File: config.mk
export PLATFORM = sky130hd
export DESIGN_NAME = master_port
export DESIGN_NICKNAME = d
export VERILOG_FILES = /design/src/rtl/master_port.sv
export SDC_FILE = /design/constraint.sdc
export NUM_CORES = 1
export LEC_CHECK = 0
export ABC_CLOCK_PERIOD_IN_PS = 3450
export BUFFER_PORTS_ARGS = -buffer_cell sky130_fd_sc_hd__clkbuf_2
export CORE_UTILIZATION = 55
export DETAILED_ROUTE_END_ITERATION = 12
export GPL_ROUTABILITY_DRIVEN = 0
export HOLD_SLACK_MARGIN = 0.15
export PLACE_DENSITY_LB_ADDON = 0.2
export SLEW_MARGIN = 20
export SYNTH_ARGS = -nofsm -noshare
export SYNTH_HDL_FRONTEND = slang
export SYNTH_SLANG_ARGS = --single-unit
File: constraint.sdc
create_clock -name clk -period 3.45 [get_ports clk]
set_input_delay 0.1725 -clock clk [delete_from_list [all_inputs] [get_ports clk]]
set_output_delay 0.1725 -clock clk [all_outputs]
set_load 0.05 [all_outputs]
File: src/rtl/master_port.sv
// master_port: serial initiator for the system bus.
// Shifts address/write data out LSB-first, gathers read data from the slave.
module master_port #(
    parameter int ADDR_WIDTH = 12,
    parameter int DATA_WIDTH = 8,
    parameter int TIMEOUT    = 256
) (
    input  logic                  clk,
    input  logic                  rstn,
    input  logic                  req,
    input  logic                  mode,
    input  logic [ADDR_WIDTH-1:0] addr,
    input  logic [DATA_WIDTH-1:0] wdata,
    output logic [DATA_WIDTH-1:0] rdata,
    output logic                  ack,
    output logic                  err,
    output logic                  busy,
    output logic                  swdata,
    output logic                  smode,
    output logic                  mvalid,
    input  logic                  srdata,
    input  logic                  svalid,
    input  logic                  sready,
    input  logic                  ssplit
);

    localparam int M1   = (ADDR_WIDTH > DATA_WIDTH) ? ADDR_WIDTH : DATA_WIDTH;
    localparam int MAXV = (M1 > TIMEOUT) ? M1 : TIMEOUT;
    localparam int CW   = $clog2(MAXV + 1);
    localparam int TW   = ADDR_WIDTH + DATA_WIDTH;

    localparam logic [CW-1:0] ALAST = CW'(ADDR_WIDTH - 1);
    localparam logic [CW-1:0] DLAST = CW'(DATA_WIDTH - 1);
    localparam logic [CW-1:0] TMAX  = CW'(TIMEOUT);
    localparam logic [CW-1:0] ONE   = CW'(1);

    typedef enum logic [2:0] {
        S_IDLE,
        S_ADDR,
        S_WDATA,
        S_RWAIT,
        S_DONE
    } state_t;

    state_t                state_q, state_d;
    logic [CW-1:0]         cnt_q, cnt_d;
    logic [CW-1:0]         tmo_q, tmo_d;
    logic                  mode_q, mode_d;
    logic [TW-1:0]         tx_q, tx_d;
    logic [DATA_WIDTH-1:0] rbuf_q, rbuf_d;
    logic [DATA_WIDTH-1:0] rdata_q, rdata_d;
    logic                  terr_q, terr_d;
    logic                  ack_q, ack_d;
    logic                  err_q, err_d;
    logic                  busy_q, busy_d;
    logic                  swdata_q, swdata_d;
    logic                  smode_q, smode_d;
    logic                  mvalid_q, mvalid_d;

    // Next-state, bit counters, shift registers and timeout tracking.
    always_comb begin
        state_d = state_q;
        cnt_d   = cnt_q;
        tmo_d   = tmo_q;
        mode_d  = mode_q;
        tx_d    = tx_q;
        rbuf_d  = rbuf_q;
        rdata_d = rdata_q;
        terr_d  = terr_q;
        unique case (state_q)
            S_IDLE: begin
                if (req && sready) begin
                    state_d = S_ADDR;
                    mode_d  = mode;
                    tx_d    = {wdata, addr};
                    cnt_d   = '0;
                    tmo_d   = '0;
                    terr_d  = 1'b0;
                end
            end
            S_ADDR: begin
                tx_d = {1'b0, tx_q[TW-1:1]};
                if (cnt_q == ALAST) begin
                    cnt_d   = '0;
                    tmo_d   = '0;
                    state_d = mode_q ? S_WDATA : S_RWAIT;
                end else begin
                    cnt_d = cnt_q + ONE;
                end
            end
            S_WDATA: begin
                tx_d = {1'b0, tx_q[TW-1:1]};
                if (cnt_q == DLAST) begin
                    cnt_d   = '0;
                    state_d = S_DONE;
                end else begin
                    cnt_d = cnt_q + ONE;
                end
            end
            S_RWAIT: begin
                if (svalid) begin
                    rbuf_d = {srdata, rbuf_q[DATA_WIDTH-1:1]};
                    tmo_d  = '0;
                    if (cnt_q == DLAST) begin
                        rdata_d = rbuf_d;
                        cnt_d   = '0;
                        state_d = S_DONE;
                    end else begin
                        cnt_d = cnt_q + ONE;
                    end
                end else if (!ssplit) begin
                    tmo_d = tmo_q + ONE;
                    if (tmo_d == TMAX) begin
                        tmo_d   = '0;
                        cnt_d   = '0;
                        terr_d  = 1'b1;
                        state_d = S_DONE;
                    end
                end
            end
            S_DONE: begin
                state_d = S_IDLE;
            end
            default: begin
                state_d = S_IDLE;
            end
        endcase
    end

    // Output decode from the next state so every port comes straight off a flop.
    always_comb begin
        mvalid_d = state_d inside {S_ADDR, S_WDATA, S_RWAIT};
        busy_d   = (state_d != S_IDLE);
        ack_d    = (state_d == S_DONE);
        err_d    = (state_d == S_DONE) && terr_d;
        smode_d  = ((state_d == S_ADDR) && mode_d) || (state_d == S_WDATA);
        swdata_d = ((state_d == S_ADDR) || (state_d == S_WDATA)) && tx_d[0];
    end

    // State and output registers; reset drops the link immediately.
    always_ff @(posedge clk or negedge rstn) begin
        if (!rstn) begin
            state_q  <= S_IDLE;
            cnt_q    <= '0;
            tmo_q    <= '0;
            mode_q   <= 1'b0;
            tx_q     <= '0;
            rbuf_q   <= '0;
            rdata_q  <= '0;
            terr_q   <= 1'b0;
            ack_q    <= 1'b0;
            err_q    <= 1'b0;
            busy_q   <= 1'b0;
            swdata_q <= 1'b0;
            smode_q  <= 1'b0;
            mvalid_q <= 1'b0;
        end else begin
            state_q  <= state_d;
            cnt_q    <= cnt_d;
            tmo_q    <= tmo_d;
            mode_q   <= mode_d;
            tx_q     <= tx_d;
            rbuf_q   <= rbuf_d;
            rdata_q  <= rdata_d;
            terr_q   <= terr_d;
            ack_q    <= ack_d;
            err_q    <= err_d;
            busy_q   <= busy_d;
            swdata_q <= swdata_d;
            smode_q  <= smode_d;
            mvalid_q <= mvalid_d;
        end
    end

    assign rdata  = rdata_q;
    assign ack    = ack_q;
    assign err    = err_q;
    assign busy   = busy_q;
    assign swdata = swdata_q;
    assign smode  = smode_q;
    assign mvalid = mvalid_q;

endmodule

## Word level (Yosys, flattened, before mapping)

Index checks and enable logic that the tools add are counted.

| storage, ports and cells | value |
|---|---|
| input bits | 28 |
| flip-flop bits (word level) | 65 |
| logic and storage cells | 78 |

| operators by class | value |
|---|---|
| mux-type cells | 29 |
| add/subtract/negate cells | 2 |
| equality and inequality tests | 14 |
| reduce and logical (&&, ||, !) cells | 18 |

Operators with widths:

| kind | number |
|---|---|
| $mux W9 | 10 |
| $pmux W20 S2 | 1 |
| $pmux W9 S4 | 1 |
| $pmux W9 S3 | 1 |
| $mux W20 | 1 |
| $add A9 B1 Y9 const B | 2 |
| $mux W3 | 6 |
| $eq A3 B2 Y1 const B | 4 |
| $pmux W3 S4 | 1 |
| $eq A9 B3 Y1 const B | 1 |
| $eq A9 B4 Y1 const B | 1 |
| $eq A9 B9 Y1 const B | 1 |
| $reduce_bool A3 Y1 | 3 |
| $reduce_and A4 Y1 | 2 |
| $mux W1 | 7 |
| $eq A3 B1 Y1 const B | 2 |
| $ne A3 B3 Y1 const B | 2 |
| $logic_and A1 B1 Y1 | 4 |
| $ne A2 B2 Y1 const B | 2 |
| $reduce_and A2 Y1 | 2 |
| $reduce_bool A4 Y1 | 1 |
| $eq A3 B3 Y1 const B | 1 |
| $logic_not A3 Y1 | 1 |
| $reduce_and A3 Y1 | 1 |
| other kinds (4) | 5 |

## Logic depth before layout (Yosys ltp)

| logic depth | value |
|---|---|
| depth in word-level cells | 9 |
| mapped depth | 8 |
| gate-level depth less buffers | 7 |

## Least setup slack after synthesis

Ideal clock, no wire load.

| timing | value |
|---|---|
| path type | reg2reg |
| start | register tmo_q[0] |
| end | register cnt_q[3] |
| required time | 3.326 ns |
| setup time | 0.124 ns |
| path buffers | 0 |
| stages on the path, launching flop included | 8 |
| path slack | 1.221 ns |
| arrival time | 2.105 ns |
| path through | dfrtp_1 -> ha_1 -> a211o_1 -> a211o_1 -> a211oi_4 -> a21o_4 -> nand2_4 -> a211o_1 |

| on the way | value |
|---|---|
| cells in the longest elaborated chain, start to end | 4 |

RTL lines:

| item | line | source |
|---|---|---|
| start, declared | 47 | `logic [CW-1:0] tmo_q, tmo_d;` |
| start signal, assigned | 160 | `tmo_q <= tmo_d;` |
| $add A9 B1 Y9 | 112 | `tmo_d = tmo_q + ONE;` |
| $eq A9 B9 Y1 | 113 | `if (tmo_d == TMAX) begin` |
| $ne A3 B3 Y1 (no source line) | - |  |
| $reduce_and A4 Y1 (no source line) | - |  |
| end signal, assigned | 159 | `cnt_q <= cnt_d;` |
| end, declared | 46 | `logic [CW-1:0] cnt_q, cnt_d;` |

Every way passes these cells.
A chain may end at the register's enable or synchronous reset.

## Worst setup path in the final report

| timing | value |
|---|---|
| start | register tmo_q[0] |
| end | register cnt_q[2] |

The elaborated chain is that of the path after synthesis.

==> impl_metrics.ini <==
[hold_path]
hp-class = in -> reg

[global_route]
grt_use_total_pct = 24.7
overflow = 0
grt_start_max_net_pins = 42
grt_pass1_wl_um = 10500
grt_pass1_vias = 2349
grt_antenna_before_repair = 0

[drt]
vias = 2502
viasPerCell = 5.62
finalWirelength_um = 6420
dr.pass1.iters = 5
wl_per_cell_um = 14.4
ant_nets = 0
drc = 0
dr.first_iter.drc_count = 184

[place]
hpwl_um = 4120
place_inst = 407
dpl_worst_slack_ns = 1.07
io_buffers = 41

[setup_path]
critPathTopFamily = compound AO/OA/AOI/OAI gates
cp_data_arrival_time_ns = 2.63
cp.required_ns = 3.64
critPathSlowestCell = dfrtp_1
critPathBufInv = 0
path_cells = ha_1 -> a211o_1 -> a211o_1 -> a211oi_4 -> a21o_4 -> and2_1 -> a31oi_1
start_kind = flop
crit_type = reg -> reg
crit_top_cell = a211o_1
cp_max_fo = 7
max_stage_delay_ns = 0.43
endpoint_kind = flop

[sta]
maxSlewViolCount = 0
max_freq_mhz = 411
post-route-period-util_pct = 70.5
worst_hold_slack_ns = 0.277
finalHoldViolations = 0
slew-limit-headroom_pct = 38.6
fin_tns_setup_ns = 0
setup_viol = 0
setup_ws_ns = 1.02
period_needed_ns = 2.43
finalClockSkew_ns = 0.0120
worstMarginPinSlew_ns = 0.915
rsz0062_at_grt = false

[clocking]
clk_path_buf_depth = 2
tritoncts = done
cts_num_sinks = 64
cts_setup_buffers = 0
cts_inserted_buffers = 9
cts.repair.resized = 0
clk_pin_slew_ns = 0.07
clkLatencyLatePin_ns = 0.34
htree_num_levels = 3
cts_root_buffer = clkbuf_8

[yosys]
synth_top_area_share_pct = 53.4
syn_inst = 305
syn_avg_cell_area_um2 = 9.84
synth_edf_count = 0
synth_area_leaders = dfrtp_1 (53%), nand2_1 (9.5%), a22oi_1 (4.8%), mux2_2 (3.0%), o21ai_0 (2.0%)
synth.distinct_cells = 49
synth_area_mm2 = 0.00300
syn_nets = 335
ys_ff_latch = 64
yosys_warnings = 0
synth_area_leader_cell = dfrtp_1
synthArstFlopShare_pct = 100
synthFlopType = dfrtp_1
yosysSeqAreaShare_pct = 53.4

[finish]
num_antenna_cells = 0
nFillCells = 357
final_cell_mix = nand2_1 (76), dfrtp_1 (64), clkbuf_2 (41)
drive_above_1_share_pct = 20.0
instances_no_fill = 445
area_growth_pct = 22.8
layout.nets = 401
final_common_cell = nand2_1

[floorplan]
die_w_um = 75.9
die_area_mm2 = 0.00576
die_h_um = 75.9
io_pins = 42
start_util_pct = 58.0
coreArea_mm2 = 0.00517
num_rows = 26

[pwr]
ir_worst_vdd_uv = 473
leakage_uw = 0.00188
power_density_mw_per_mm2 = 779

[outcome]
status = finished, final reports clean

[job]
maxCapViolations = 0
per-layer routing:
layer  global-route usage, %  vias to the layer above  routed length [um]  share of wire (%)
met5                       0                        -                   0                  0
met4                    11.3                        0                  94                1.5
met3                    4.23                        9                 242                3.8
met2                    39.8                       62                3180                 50
met1                    32.7                     1215                2910                 45
li1                        -                     1216                   -                  -
worst reg2reg max path, delay by kind of cell (launching register included):
kind | cells | cell delay [ns]
compound gates | 5 | 1.31
fa+ha+maj | 1 | 0.30
flops | 1 | 0.43
simple gates | 1 | 0.25
power breakdown:
part	leakage (uW)	switching (uW)	internal (uW)
sequential	0.000846	167	971
clock	0.0000948	285	327
combinational	0.000936	723	400
metrics by stage:
step                      util (%)  instance area (um2)  power [uW]
after global placement        63.3                 3270        2210
after detailed placement      63.3                 3270        2240
final                         71.3                 3690        2870
after CTS                     71.3                 3690        2880
after global routing          71.3                 3690        3070
after floorplan                  -                 3000        1960
layout make-up:
class / count / area, um2 / area share [%]
multi-input combinational: 222 / 1330 / 35.9
timing repair buffer: 68 / 465 / 12.6
clock buffer: 9 / 124 / 3.36
clock inverter: 6 / 61.3 / 1.66
tap: 70 / 87.6 / 2.38
sequential: 64 / 1600 / 43.4
inverter: 6 / 22.5 / 0.611
Yosys cell counts, types with 5 or more instances:
master / number
dfrtp_1: 64
clkbuf_1: 10
nor2_1: 16
a22oi_1: 19
a21oi_1: 7
nand3_1: 9
nand2_1: 76
o21ai_0: 12
mux2_2: 8
a31oi_1: 6
inv_1: 5
a21o_1: 7
cells by family (layout without fill, tap and decap cells):
group | Yosys count | in the layout | share of synthesized area, %
and+or+nand+nor | 129 | 129 | 19.4
DFF | 64 | 64 | 53.4
AOI/OAI and AO/OA | 79 | 79 | 19.5
muxes | 8 | 8 | 3.00
xor gates and xnor gates | 4 | 4 | 1.17
buffers and inverters | 19 | 89 | 2.71
adders and majority gates | 2 | 2 | 0.834
flip-flops by register name (all words and copies together), names as in the netlist:
| name | count |
|---|---|
| tx_q | 20 |
| cnt_q | 9 |
| tmo_q | 9 |
| rdata | 8 |
| rbuf_q | 7 |
| state_q | 3 |
| ack | 1 |
| busy | 1 |
| err | 1 |
| mode_q | 1 |
| mvalid | 1 |
| smode | 1 |
| swdata | 1 |
| terr_q | 1 |
what timing repair did:
item	CTS	global route
hold buffers	23	0
endpoints found under the hold margin	46	0
setup endpoints to repair	0	0
worst paths after layout:
check                      cells after the start  slack, ns                  from                   end
setup reg to reg                               7       1.02  tmo_q[0]$_DFFE_PN0P_  cnt_q[2]$_DFFE_PN0P_
hold / removal                                 3       0.28                svalid  state_q[0]$_DFF_PN0_
setup / recovery                               7       1.02  tmo_q[0]$_DFFE_PN0P_  cnt_q[2]$_DFFE_PN0P_
min in group asynchronous                      2       0.36                  rstn  tmo_q[5]$_DFFE_PN0P_
max in group asynchronous                      3       2.16                  rstn  cnt_q[7]$_DFFE_PN0P_
hold reg to reg                                2       0.48     tx_q[0]$_DFF_PN0_     tx_q[0]$_DFF_PN0_
No activity file was read; power rests on OpenSTA's default activity.
